$ cat src/rtl/pwm_duty_decoder_pkg.sv
// Shared definitions for the PWM duty decoder: FSM state encoding and default widths.
package pwm_duty_decoder_pkg;

    // Default duty sample width and counter width.
    localparam int R_DEFAULT  = 6;
    localparam int CW_DEFAULT = 12;

    // Measurement FSM states.
    typedef enum logic [1:0] {
        ST_IDLE  = 2'd0,
        ST_HIGH  = 2'd1,
        ST_LOW   = 2'd2,
        ST_STUCK = 2'd3
    } state_t;

endpackage

$ cat src/rtl/pwm_duty_decoder_div.sv
// Sequential restoring divider: quotient = floor(h * 2**R / p) for h < p,
// one quotient bit per clock. A start is accepted while idle or on the
// finishing cycle, so back-to-back divides lose no clock.
module pwm_duty_decoder_div #(
    parameter int R  = 6,
    parameter int CW = 12
) (
    input  logic          clk,
    input  logic          rst_n,
    input  logic          start,
    input  logic [CW-1:0] h,
    input  logic [CW-1:0] p,
    output logic          busy,
    output logic          done,
    output logic [R-1:0]  quotient,
    output logic [CW-1:0] divisor
);

    localparam int CNTW = $clog2(R + 1);

    logic [CNTW-1:0] cnt;
    logic [CW-1:0]   rem;
    logic [CW:0]     rem_sh;
    logic [R-1:0]    quo;
    logic [CW-1:0]   div_q;

    // Remainder is always below the divisor, so shifting it left needs one extra bit.
    assign rem_sh   = {rem, 1'b0};
    assign done     = busy && (cnt == CNTW'(R));
    assign quotient = quo;
    assign divisor  = div_q;

    // Load operands on start, then produce one quotient bit per clock until R bits are done.
    always_ff @(posedge clk or negedge rst_n) begin
        if (!rst_n) begin
            busy  <= 1'b0;
            cnt   <= '0;
            rem   <= '0;
            quo   <= '0;
            div_q <= '0;
        end else if (start) begin
            busy  <= 1'b1;
            cnt   <= '0;
            rem   <= h;
            quo   <= '0;
            div_q <= p;
        end else if (done) begin
            busy <= 1'b0;
        end else if (busy) begin
            cnt <= cnt + 1'b1;
            if (rem_sh >= {1'b0, div_q}) begin
                rem <= CW'(rem_sh - {1'b0, div_q});
                quo <= {quo[R-2:0], 1'b1};
            end else begin
                rem <= rem_sh[CW-1:0];
                quo <= {quo[R-2:0], 1'b0};
            end
        end
    end

endmodule

$ cat src/rtl/pwm_duty_decoder.sv
// Receive side of the PWM link: synchronises the pin, measures high and low
// times per period, divides high by period into an R-bit duty sample and
// flags stuck lines and periods dropped while the divider is busy.
module pwm_duty_decoder
    import pwm_duty_decoder_pkg::*;
#(
    parameter int R  = R_DEFAULT,
    parameter int CW = CW_DEFAULT
) (
    input  logic          clk,
    input  logic          rst_n,
    input  logic          pwm_in,
    input  logic          en,
    output logic [R-1:0]  duty,
    output logic [CW-1:0] period,
    output logic          valid,
    output logic          stuck_hi,
    output logic          stuck_lo,
    output logic          ovr
);

    localparam logic [CW-1:0] SAT    = {CW{1'b1}};
    localparam logic [CW-1:0] SAT_M1 = SAT - 1'b1;

    logic s_meta, s_sync, s_prev;
    logic rise, fall;

    state_t        state, state_next;
    logic [CW-1:0] hi_cnt, hi_next;
    logic [CW-1:0] lo_cnt, lo_next;
    logic          stuck_hi_next, stuck_lo_next;
    logic          launch, ovr_next;

    logic [CW:0]   sum;
    logic [CW-1:0] p_sat;

    logic          div_busy, div_done;
    logic [R-1:0]  div_quo;
    logic [CW-1:0] div_p;
    logic          div_ready;

    // Two-flop synchroniser followed by an edge-detect register.
    // NOTE: every clocked block uses non-blocking assignments so the three flops
    // shift one stage per clock instead of collapsing into a single wire.
    always_ff @(posedge clk or negedge rst_n) begin
        if (!rst_n) begin
            s_meta <= 1'b0;
            s_sync <= 1'b0;
            s_prev <= 1'b0;
        end else begin
            s_meta <= pwm_in;
            s_sync <= s_meta;
            s_prev <= s_sync;
        end
    end

    assign rise = s_sync & ~s_prev;
    assign fall = ~s_sync & s_prev;

    // Period length saturates at the counter limit; h < p still holds because lo_cnt >= 1.
    assign sum       = {1'b0, hi_cnt} + {1'b0, lo_cnt};
    assign p_sat     = sum[CW] ? SAT : sum[CW-1:0];
    assign div_ready = !div_busy || div_done;

    // FSM state, counters and stuck flags.
    always_ff @(posedge clk or negedge rst_n) begin
        if (!rst_n) begin
            state    <= ST_IDLE;
            hi_cnt   <= '0;
            lo_cnt   <= '0;
            stuck_hi <= 1'b0;
            stuck_lo <= 1'b0;
        end else begin
            state    <= state_next;
            hi_cnt   <= hi_next;
            lo_cnt   <= lo_next;
            stuck_hi <= stuck_hi_next;
            stuck_lo <= stuck_lo_next;
        end
    end

    // Next-state, counter and period-end decisions.
    always_comb begin
        // NOTE: every signal gets its hold value first so no path leaves one
        // unassigned, which would otherwise infer a latch.
        state_next    = state;
        hi_next       = hi_cnt;
        lo_next       = lo_cnt;
        stuck_hi_next = stuck_hi;
        stuck_lo_next = stuck_lo;
        launch        = 1'b0;
        ovr_next      = 1'b0;

        if (!en) begin
            state_next    = ST_IDLE;
            hi_next       = '0;
            lo_next       = '0;
            stuck_hi_next = 1'b0;
            stuck_lo_next = 1'b0;
        end else begin
            case (state)
                ST_IDLE: begin
                    // lo_cnt doubles as the no-rise timer for a 0% duty line.
                    hi_next = '0;
                    if (rise) begin
                        state_next = ST_HIGH;
                        hi_next    = 1;
                        lo_next    = '0;
                    end else if (s_sync) begin
                        lo_next = '0;
                    end else if (lo_cnt == SAT_M1) begin
                        state_next    = ST_STUCK;
                        stuck_lo_next = 1'b1;
                        lo_next       = '0;
                    end else begin
                        lo_next = lo_cnt + 1'b1;
                    end
                end
                ST_HIGH: begin
                    if (fall) begin
                        state_next = ST_LOW;
                        lo_next    = 1;
                    end else if (hi_cnt == SAT_M1) begin
                        state_next    = ST_STUCK;
                        stuck_hi_next = 1'b1;
                        hi_next       = '0;
                        lo_next       = '0;
                    end else begin
                        hi_next = hi_cnt + 1'b1;
                    end
                end
                ST_LOW: begin
                    if (rise) begin
                        launch     = div_ready;
                        ovr_next   = !div_ready;
                        state_next = ST_HIGH;
                        hi_next    = 1;
                        lo_next    = '0;
                    end else if (lo_cnt == SAT_M1) begin
                        state_next    = ST_STUCK;
                        stuck_lo_next = 1'b1;
                        hi_next       = '0;
                        lo_next       = '0;
                    end else begin
                        lo_next = lo_cnt + 1'b1;
                    end
                end
                ST_STUCK: begin
                    if (stuck_hi && fall) begin
                        state_next    = ST_IDLE;
                        stuck_hi_next = 1'b0;
                        stuck_lo_next = 1'b0;
                    end else if (stuck_lo && rise) begin
                        state_next    = ST_HIGH;
                        hi_next       = 1;
                        lo_next       = '0;
                        stuck_hi_next = 1'b0;
                        stuck_lo_next = 1'b0;
                    end
                end
                default: begin
                    state_next = ST_IDLE;
                    hi_next    = '0;
                    lo_next    = '0;
                end
            endcase
        end
    end

    pwm_duty_decoder_div #(
        .R  (R),
        .CW (CW)
    ) u_div (
        .clk      (clk),
        .rst_n    (rst_n),
        .start    (launch),
        .h        (hi_cnt),
        .p        (p_sat),
        .busy     (div_busy),
        .done     (div_done),
        .quotient (div_quo),
        .divisor  (div_p)
    );

    // Result registers: capture the divider output on completion, strobe valid and overrun.
    always_ff @(posedge clk or negedge rst_n) begin
        if (!rst_n) begin
            duty   <= '0;
            period <= '0;
            valid  <= 1'b0;
            ovr    <= 1'b0;
        end else begin
            valid <= div_done;
            ovr   <= ovr_next;
            if (div_done) begin
                duty   <= div_quo;
                period <= div_p;
            end
        end
    end

endmodule

$ cat config.mk
export PLATFORM = sky130hd
export DESIGN_NAME = pwm_duty_decoder
export DESIGN_NICKNAME = d
export VERILOG_FILES = /design/src/rtl/pwm_duty_decoder_pkg.sv /design/src/rtl/pwm_duty_decoder_div.sv /design/src/rtl/pwm_duty_decoder.sv
export SDC_FILE = /design/constraint.sdc
export NUM_CORES = 1
export LEC_CHECK = 0
export CORE_MARGIN = 4
export CORE_UTILIZATION = 55
export DETAILED_ROUTE_END_ITERATION = 10
export PLACE_DENSITY = 0.82
export SYNTH_ARGS = -nofsm -noshare
export SYNTH_HDL_FRONTEND = slang
export SYNTH_HIERARCHICAL = 1
export SYNTH_SLANG_ARGS = --single-unit
export TNS_END_PERCENT = 20
$ cat constraint.sdc
create_clock -name clk -period 5.6 [get_ports clk]
set_input_delay 1.4 -clock clk [delete_from_list [all_inputs] [get_ports clk]]
set_output_delay 1.4 -clock clk [all_outputs]
set_load 0.03 [all_outputs]
==> summary.md, run 1 <==
| Metric | Value |
|---|---|
| Share of Yosys cell area claimed by the top area cell type | 0.403 |
| Hold_ws | 363 ps |
| Number of H-tree levels | 3 |
| Sequential cell area fraction in the yosys report | 0.403 |
| Transition time of the tightest slew-check pin | 1000 ps |
| Clk Latency, worst-skew pair | 360 ps |
| I/O pin total | 26 |
| Number of buffers and inverters on the critical path | 1 |
| Number of synthesized register bits | 85 |
| Area fraction in compound gates after synthesis | 0.216 |
| Die W | 106 um |
| All-layer global routing usage | 0.233 |
| Ratio of cells with drive above 1 in the final layout | 0.0809 |
| Crit path cell chain | clkdlybuf4s50_1, nor2b_1, nand3_1, a21oi_4, nor2_1, a311o_1 |
| Result of the run | finished, final reports clean |
| DRT Wirelength | 12700 um |
| Multiplexer share of the synthesized area | 0.0424 |
| Number of nets in the synthesized netlist | 631 |
| Number of DRC markers after the initial detailed-route iteration | 387 |
| Worst ir drop on vdd | 0.206 mV |
| Synth cell types | 62 |
| Area share of and/or/nand/nor cells after synthesis | 0.199 |
| Static Leakage | 2.51 nW |
| Vias in the first global route | 4486 |
| Wire length of the first global-routing pass | 21400 um |
| Post-CTS repair timing setup buffer count | 0 |
| Effective utilization at floorplan | 0.569 |
| Slew Viols, Final | 0 |
| Mean number of vias per cell | 6.28 |
| Ys async rst share | 1.00 |
| Buffer type at the clock tree root | sky130_fd_sc_hd__clkbuf_8 |
| Main area contributors after synthesis | sky130_fd_sc_hd__dfrtp_1 (40%), sky130_fd_sc_hd__ha_1 (7.1%), sky130_fd_sc_hd__o21ai_0 (5.3%) |
| Antenna cells | 0 |
| Overall die area | 0.0112 mm2 |
| Clock tree from TritonCTS | built |
| Die Span Y | 106 um |
| Maximum fanout along the worst path | 33 |
| Adder-cell area share of the yosys netlist | 0.0786 |
| Antenna violations before repair | 0 |
| Hold_buf cts | 0 |
| Post-cts repair resize count | 0 |
| Largest family of logic cells by synthesized area | compound AO/OA/AOI/OAI gates |
| Post-synth EDFFs | 0 |
| Max Clk Rate | 262 MHz |
| FP Rows | 35 |
| Relative max-transition margin | 0.315 |
| Cell Area, Synth | 0.00528 mm2 |
| Max-cap violation count | 0 |
| Area leader, netlist | sky130_fd_sc_hd__dfrtp_1 |
| Post-synth top flop | sky130_fd_sc_hd__dfrtp_1 |
| Routed len/inst | 17.0 um |
| Net total in the final layout | 649 |
| DRC violations left | 0 |
| Count of endpoints failing setup in the final report | 0 |
| Gate count of the mapped netlist | 595 |
| Worst endpoint data arrival time | 4040 ps |
| Worst-path clk slew | 90 ps |
| Hold violation total from the final report | 0 |
| Commonest non-fill, non-tap cell in the layout | sky130_fd_sc_hd__dfrtp_1 |
| Setup repair after global routing missed its margin | false |
| RD Place Congestion | 0.913 |
| Required arrival time at the worst endpoint | 5830 ps |
| Pre-CTS worst setup slack | 1470 ps |
| Mean cell area of the mapped netlist | 8.88 um2 |
| Number of detailed-routing iterations run before antenna repair | 6 |
| Dpl hpwl | 9080 um |
| Smallest setup slack after layout | 1790 ps |
| Count of buffers from port buffering | 25 |
| CTS Buffer Depth | 2 |
| Total CTS buffers | 9 |
| Slowest stage cell on the critical path | sky130_fd_sc_hd__clkdlybuf4s50_1 |
| Total gr overflow | 0 |
| Max stage delay on crit path | 660 ps |
| Type of origin of the critical path | input pin |
| Top library cells by usage in the layout, fill and taps aside | sky130_fd_sc_hd__dfrtp_1 (85), sky130_fd_sc_hd__nand2_1 (74), sky130_fd_sc_hd__o21ai_0 (56) |
| Clock period minus final worst setup slack | 3810 ps |
| Vias | 4691 |
| Xor/xnor share of the synthesized area | 0.0232 |
| Hold WC Path Type | reg -> reg |
| Post-route ant nets | 0 |
| TritonCTS Sinks | 85 |
| Element type at the critical path end | register |
| Worst setup path category | in -> reg |
| Pin count of the biggest net entering global routing | 63 |
| Standard cell core area | 0.00928 mm2 |
| Ratio of final minimum period to clock period | 0.680 |
| Kind of cell adding the most delay to the critical path | compound AO/OA/AOI/OAI gates |
| Worst Skew | 18.0 ps |
| Power density of the placed cells | 492 mW/mm2 |
| Layout Area Growth over Synthesis | 10.6% |
| Total negative setup slack | 0 ps |
| Number of synthesis warnings | 6 |
## where the power goes
group	leakage, nW	internal [mW]	switching [mW]	total, mW
Combinational	1.36	0.589	0.857	1.45
Sequential	1.05	0.801	0.182	0.984
Clock	0.102	0.211	0.235	0.446
Total	2.51	1.60	1.27	2.88
## worst reg2reg max path: stages (launching register included)
cell	delay, ps
sky130_fd_sc_hd__dfrtp_1	420
sky130_fd_sc_hd__inv_1	70
sky130_fd_sc_hd__ha_1	170
sky130_fd_sc_hd__and3_1	790
sky130_fd_sc_hd__inv_1	190
sky130_fd_sc_hd__a21oi_4	670
sky130_fd_sc_hd__nor2_1	420
sky130_fd_sc_hd__a311o_1	460
## cell usage after synthesis (all sizes together) (9+ instances only)
cell	count
nor2	39
clkbuf	19
a31oi	12
inv	28
dfrtp	85
o21ai	58
nand2	74
nand4	12
a21o	9
o211ai	9
mux2	19
nor3	23
nand3	18
ha	30
xnor2	10
nand2b	13
a21oi	47
## flip-flops by register name (all words and copies together) (netlist names), 2 cells and up
signal and flops:
duty 6, hi_cnt 12, lo_cnt 12, period 12
state 2, u_div/cnt 3, u_div/divisor 12, u_div/quotient 6
u_div/rem 12
## layer usage
| layer | vias up | wire [um] | track usage |
|---|---|---|---|
| li1 | 2201 | - | - |
| met1 | 2272 | 5430 | 0.293 |
| met2 | 188 | 6140 | 0.399 |
| met3 | 30 | 876 | 0.0546 |
| met4 | 0 | 252 | 0.0703 |
| met5 | - | 0 | 0 |
## stage by stage
stage               instances  utilization  area, um2  total power, mW
detailed placement        731        0.608       5640             2.41
floorplan                 595            -       5280             2.01
global route              747        0.629       5840             3.08
finish                    747        0.629       5840             2.88
CTS                       747        0.629       5840             2.86
global placement          731        0.608       5640             2.35
## cell families (layout without fill, tap and decap cells)
kind of cell | count (synthesis) | after routing
AO/OA/AOI/OAI | 181 | 181
XOR/XNOR | 14 | 14
adder cells (fa/ha/maj) | 32 | 32
buffers and inverters | 51 | 74
flip-flops | 85 | 85
multiplexers | 20 | 20
AND/OR/NAND/NOR | 212 | 212
## area by class of cell
| type | count | area [um2] |
|---|---|---|
| tap | 129 | 161 |
| sequential | 85 | 2130 |
| multi-input combinational | 459 | 2970 |
| timing repair buffer | 30 | 285 |
| fill | 761 | 3440 |
| clock inverter | 6 | 70.1 |
| inverter | 28 | 105 |
| clock buffer | 10 | 128 |
## path summary, 6_finish.rpt
check	startpoint	endpoint	slack (ps)	depth (start not counted)
hold / removal	s_meta$_DFF_PN0_	s_sync$_DFF_PN0_	360	0
min in group asynchronous	rst_n	period[8]$_DFFE_PN0P_	920	1
hold reg to reg	s_meta$_DFF_PN0_	s_sync$_DFF_PN0_	360	0
max in group asynchronous	rst_n	lo_cnt[11]$_DFFE_PN0P_	3590	2
setup / recovery	en	u_div/rem[4]$_DFFE_PN0P_	1790	6
setup reg to reg	u_div/cnt[0]$_DFFE_PN0P_	u_div/rem[4]$_DFFE_PN0P_	2290	7
Note: power is estimated with default switching activity, not from simulation.
==> inputs of run 2 (changes only) <==
- clock period: 5.6 -> 3.6 ns (I/O delays scaled with it)
==> run 2 against run 1 <==
  * Setup slack got worse by 1000 ps
  * Critical path depth rose by 1
  * Power rose by 64%
  * Combinational power rose by 61%
  * Wire length rose by 6.3%
  * Largest cell class unchanged
  * Highest routed layer unchanged
==> summary.md, run 2 (synthesized netlist as in run 1, its figures left out) <==
| Metric | Value |
|---|---|
| Die Span Y | 106 um (unchanged) |
| Worst endpoint data arrival time | 3140 ps (-900 ps) |
| RD Place Congestion | 0.919 (+0.59%) |
| Pin count of the biggest net entering global routing | 35 (-44%) |
| Routed len/inst | 17.9 um (+5.1%) |
| Number of detailed-routing iterations run before antenna repair | 5 (-1) |
| Max Clk Rate | 351 MHz |
| I/O pin total | 26 (unchanged) |
| Clock tree from TritonCTS | built |
| DRC violations left | 0 (unchanged) |
| Effective utilization at floorplan | 0.569 (unchanged) |
| Hold violation total from the final report | 0 (unchanged) |
| Total gr overflow | 0 (unchanged) |
| Maximum fanout along the worst path | 14 (-58%) |
| Top library cells by usage in the layout, fill and taps aside | sky130_fd_sc_hd__dfrtp_1 (85), sky130_fd_sc_hd__nand2_1 (74), sky130_fd_sc_hd__o21ai_0 (56) |
| Standard cell core area | 0.00928 mm2 (unchanged) |
| Transition time of the tightest slew-check pin | 965 ps (-36.1 ps) |
| Total negative setup slack | 0 ps (unchanged) |
| Buffer type at the clock tree root | sky130_fd_sc_hd__clkbuf_8 |
| Hold-critical path depth | 0 (unchanged) |
| Dpl hpwl | 9590 um (+5.6%) |
| Internal reg-to-reg setup slack | 800 ps (-1490 ps) |
| Worst-path clk slew | 90 ps (about the same) |
| Startpoint of the worst register-to-register path | hi_cnt[2]$_DFFE_PN0P_ |
| Overall die area | 0.0112 mm2 (unchanged) |
| Result of the run | finished, final reports clean |
| DRT Wirelength | 13500 um (+6.3%) |
| Hold WC Path Type | reg -> reg |
| FP Rows | 35 (unchanged) |
| Die W | 106 um (unchanged) |
| Hold Crit Start | s_meta$_DFF_PN0_ |
| Static Leakage | 2.58 nW (+2.9%) |
| Element type at the critical path end | register |
| Worst Skew | 12.2 ps (-5.77 ps) |
| Ratio of cells with drive above 1 in the final layout | 0.0957 (+0.0148) |
| Required arrival time at the worst endpoint | 3890 ps (-1940 ps) |
| Reg2Reg Capture Point | u_div/divisor[9]$_DFFE_PN0P_ |
| Endpoint with the worst hold slack | s_sync$_DFF_PN0_ |
| Wire length of the first global-routing pass | 23000 um (+7.5%) |
| CTS Buffer Depth | 2 (unchanged) |
| Antenna violations before repair | 0 (unchanged) |
| Setup repair after global routing missed its margin | false |
| Layout Area Growth over Synthesis | 12.9% |
| Inst Count DP | 740 (+1.2%) |
| Total CTS buffers | 9 (unchanged) |
| Power density of the placed cells | 789 mW/mm2 (+60%) |
| Post-CTS repair timing setup buffer count | 0 (unchanged) |
| Vias in the first global route | 4745 (+5.8%) |
| Post-route ant nets | 0 (unchanged) |
| Clock period minus final worst setup slack | 2850 ps |
| Worst ir drop on vdd | 0.368 mV (+78%) |
| Slew Viols, Final | 0 (unchanged) |
| Mean number of vias per cell | 6.35 (+1.1%) |
| Hold_buf cts | 0 (unchanged) |
| Ratio of final minimum period to clock period | 0.792 |
| Count of buffers from port buffering | 25 (unchanged) |
| Count of endpoints failing setup in the final report | 0 (unchanged) |
| Vias | 4799 (+2.3%) |
| All-layer global routing usage | 0.251 (+0.0181) |
| TritonCTS Sinks | 85 (unchanged) |
| Net total in the final layout | 658 (+1.4%) |
| Antenna cells | 0 (unchanged) |
| Type of origin of the critical path | input pin |
| Clk Latency, worst-skew pair | 360 ps (about the same) |
| Worst setup path category | in -> reg |
| Post-Layout Cell Count | 756 (+1.2%) |
| Max-cap violation count | 0 (unchanged) |
| Number of DRC markers after the initial detailed-route iteration | 537 (+39%) |
| Commonest non-fill, non-tap cell in the layout | sky130_fd_sc_hd__dfrtp_1 |
| Post-cts repair resize count | 0 (unchanged) |
| Number of H-tree levels | 3 (unchanged) |
| Relative max-transition margin | 0.354 (+0.0390) |
| Number of cell instances on the worst register-to-register path | 7 (unchanged) |
-- run 2: final cells by class --
class | count | area, um2
Tap cell | 129 | 161
Clock inverter | 6 | 116
Timing Repair Buffer | 39 | 353
Fill cell | 767 | 3320
Sequential cell | 85 | 2130
Multi-Input combinational cell | 459 | 2970
Clock buffer | 10 | 138
Inverter | 28 | 105
-- run 2: metal layers --
layer  vias up  part of all wire  track usage
li1       2211                 -            -
met1      2331              0.41        0.328
met2       216              0.49        0.420
met3        41             0.073       0.0468
met4         0             0.026       0.0860
met5         -                 0            0
-- run 2: worst max path at each step --
stage,startpoint,to,slack (ps),cells past startpoint
6_report,en,u_div/rem[6]$_DFFE_PN0P_,750,7
5_1_grt,hi_cnt[2]$_DFFE_PN0P_,u_div/divisor[9]$_DFFE_PN0P_,540,7
4_1_cts,hi_cnt[2]$_DFFE_PN0P_,u_div/divisor[9]$_DFFE_PN0P_,840,7
3_5_place_dp,en,u_div/rem[4]$_DFFE_PN0P_,460,7
3_3_place_gp,en,u_div/rem[4]$_DFFE_PN0P_,520,7
2_1_floorplan,hi_cnt[0]$_DFFE_PN0P_,u_div/divisor[10]$_DFFE_PN0P_,1180,9
-- run 2: report_power, final --
group	leakage (nW)	internal (mW)	switching, mW
clock	0.128	0.488	0.375
combinational	1.41	0.936	1.39
sequential	1.05	1.25	0.268
total	2.58	2.67	2.03
-- run 2: critical path: stages --
cell                              delay (ps)
sky130_fd_sc_hd__clkdlybuf4s50_1         570
sky130_fd_sc_hd__nor2b_1                 240
sky130_fd_sc_hd__nand3_1                 210
sky130_fd_sc_hd__a21oi_4                  60
sky130_fd_sc_hd__nor2_1                  750
sky130_fd_sc_hd__o211ai_1                260
sky130_fd_sc_hd__nand3_1                 150
-- run 2: per-stage QoR --
step | power, mW | hold slack (ps) | worst slack [ps] | util | instance area [um2]
after floorplan | 3.13 | 331 | 1180 | - | 5280
after global placement | 3.66 | 342 | 522 | 0.615 | 5710
after detailed placement | 3.78 | 336 | 461 | 0.615 | 5710
after CTS | 4.68 | 367 | 836 | 0.643 | 5970
after global routing | 5.02 | 373 | 543 | 0.643 | 5970
final | 4.71 | 359 | 748 | 0.643 | 5970
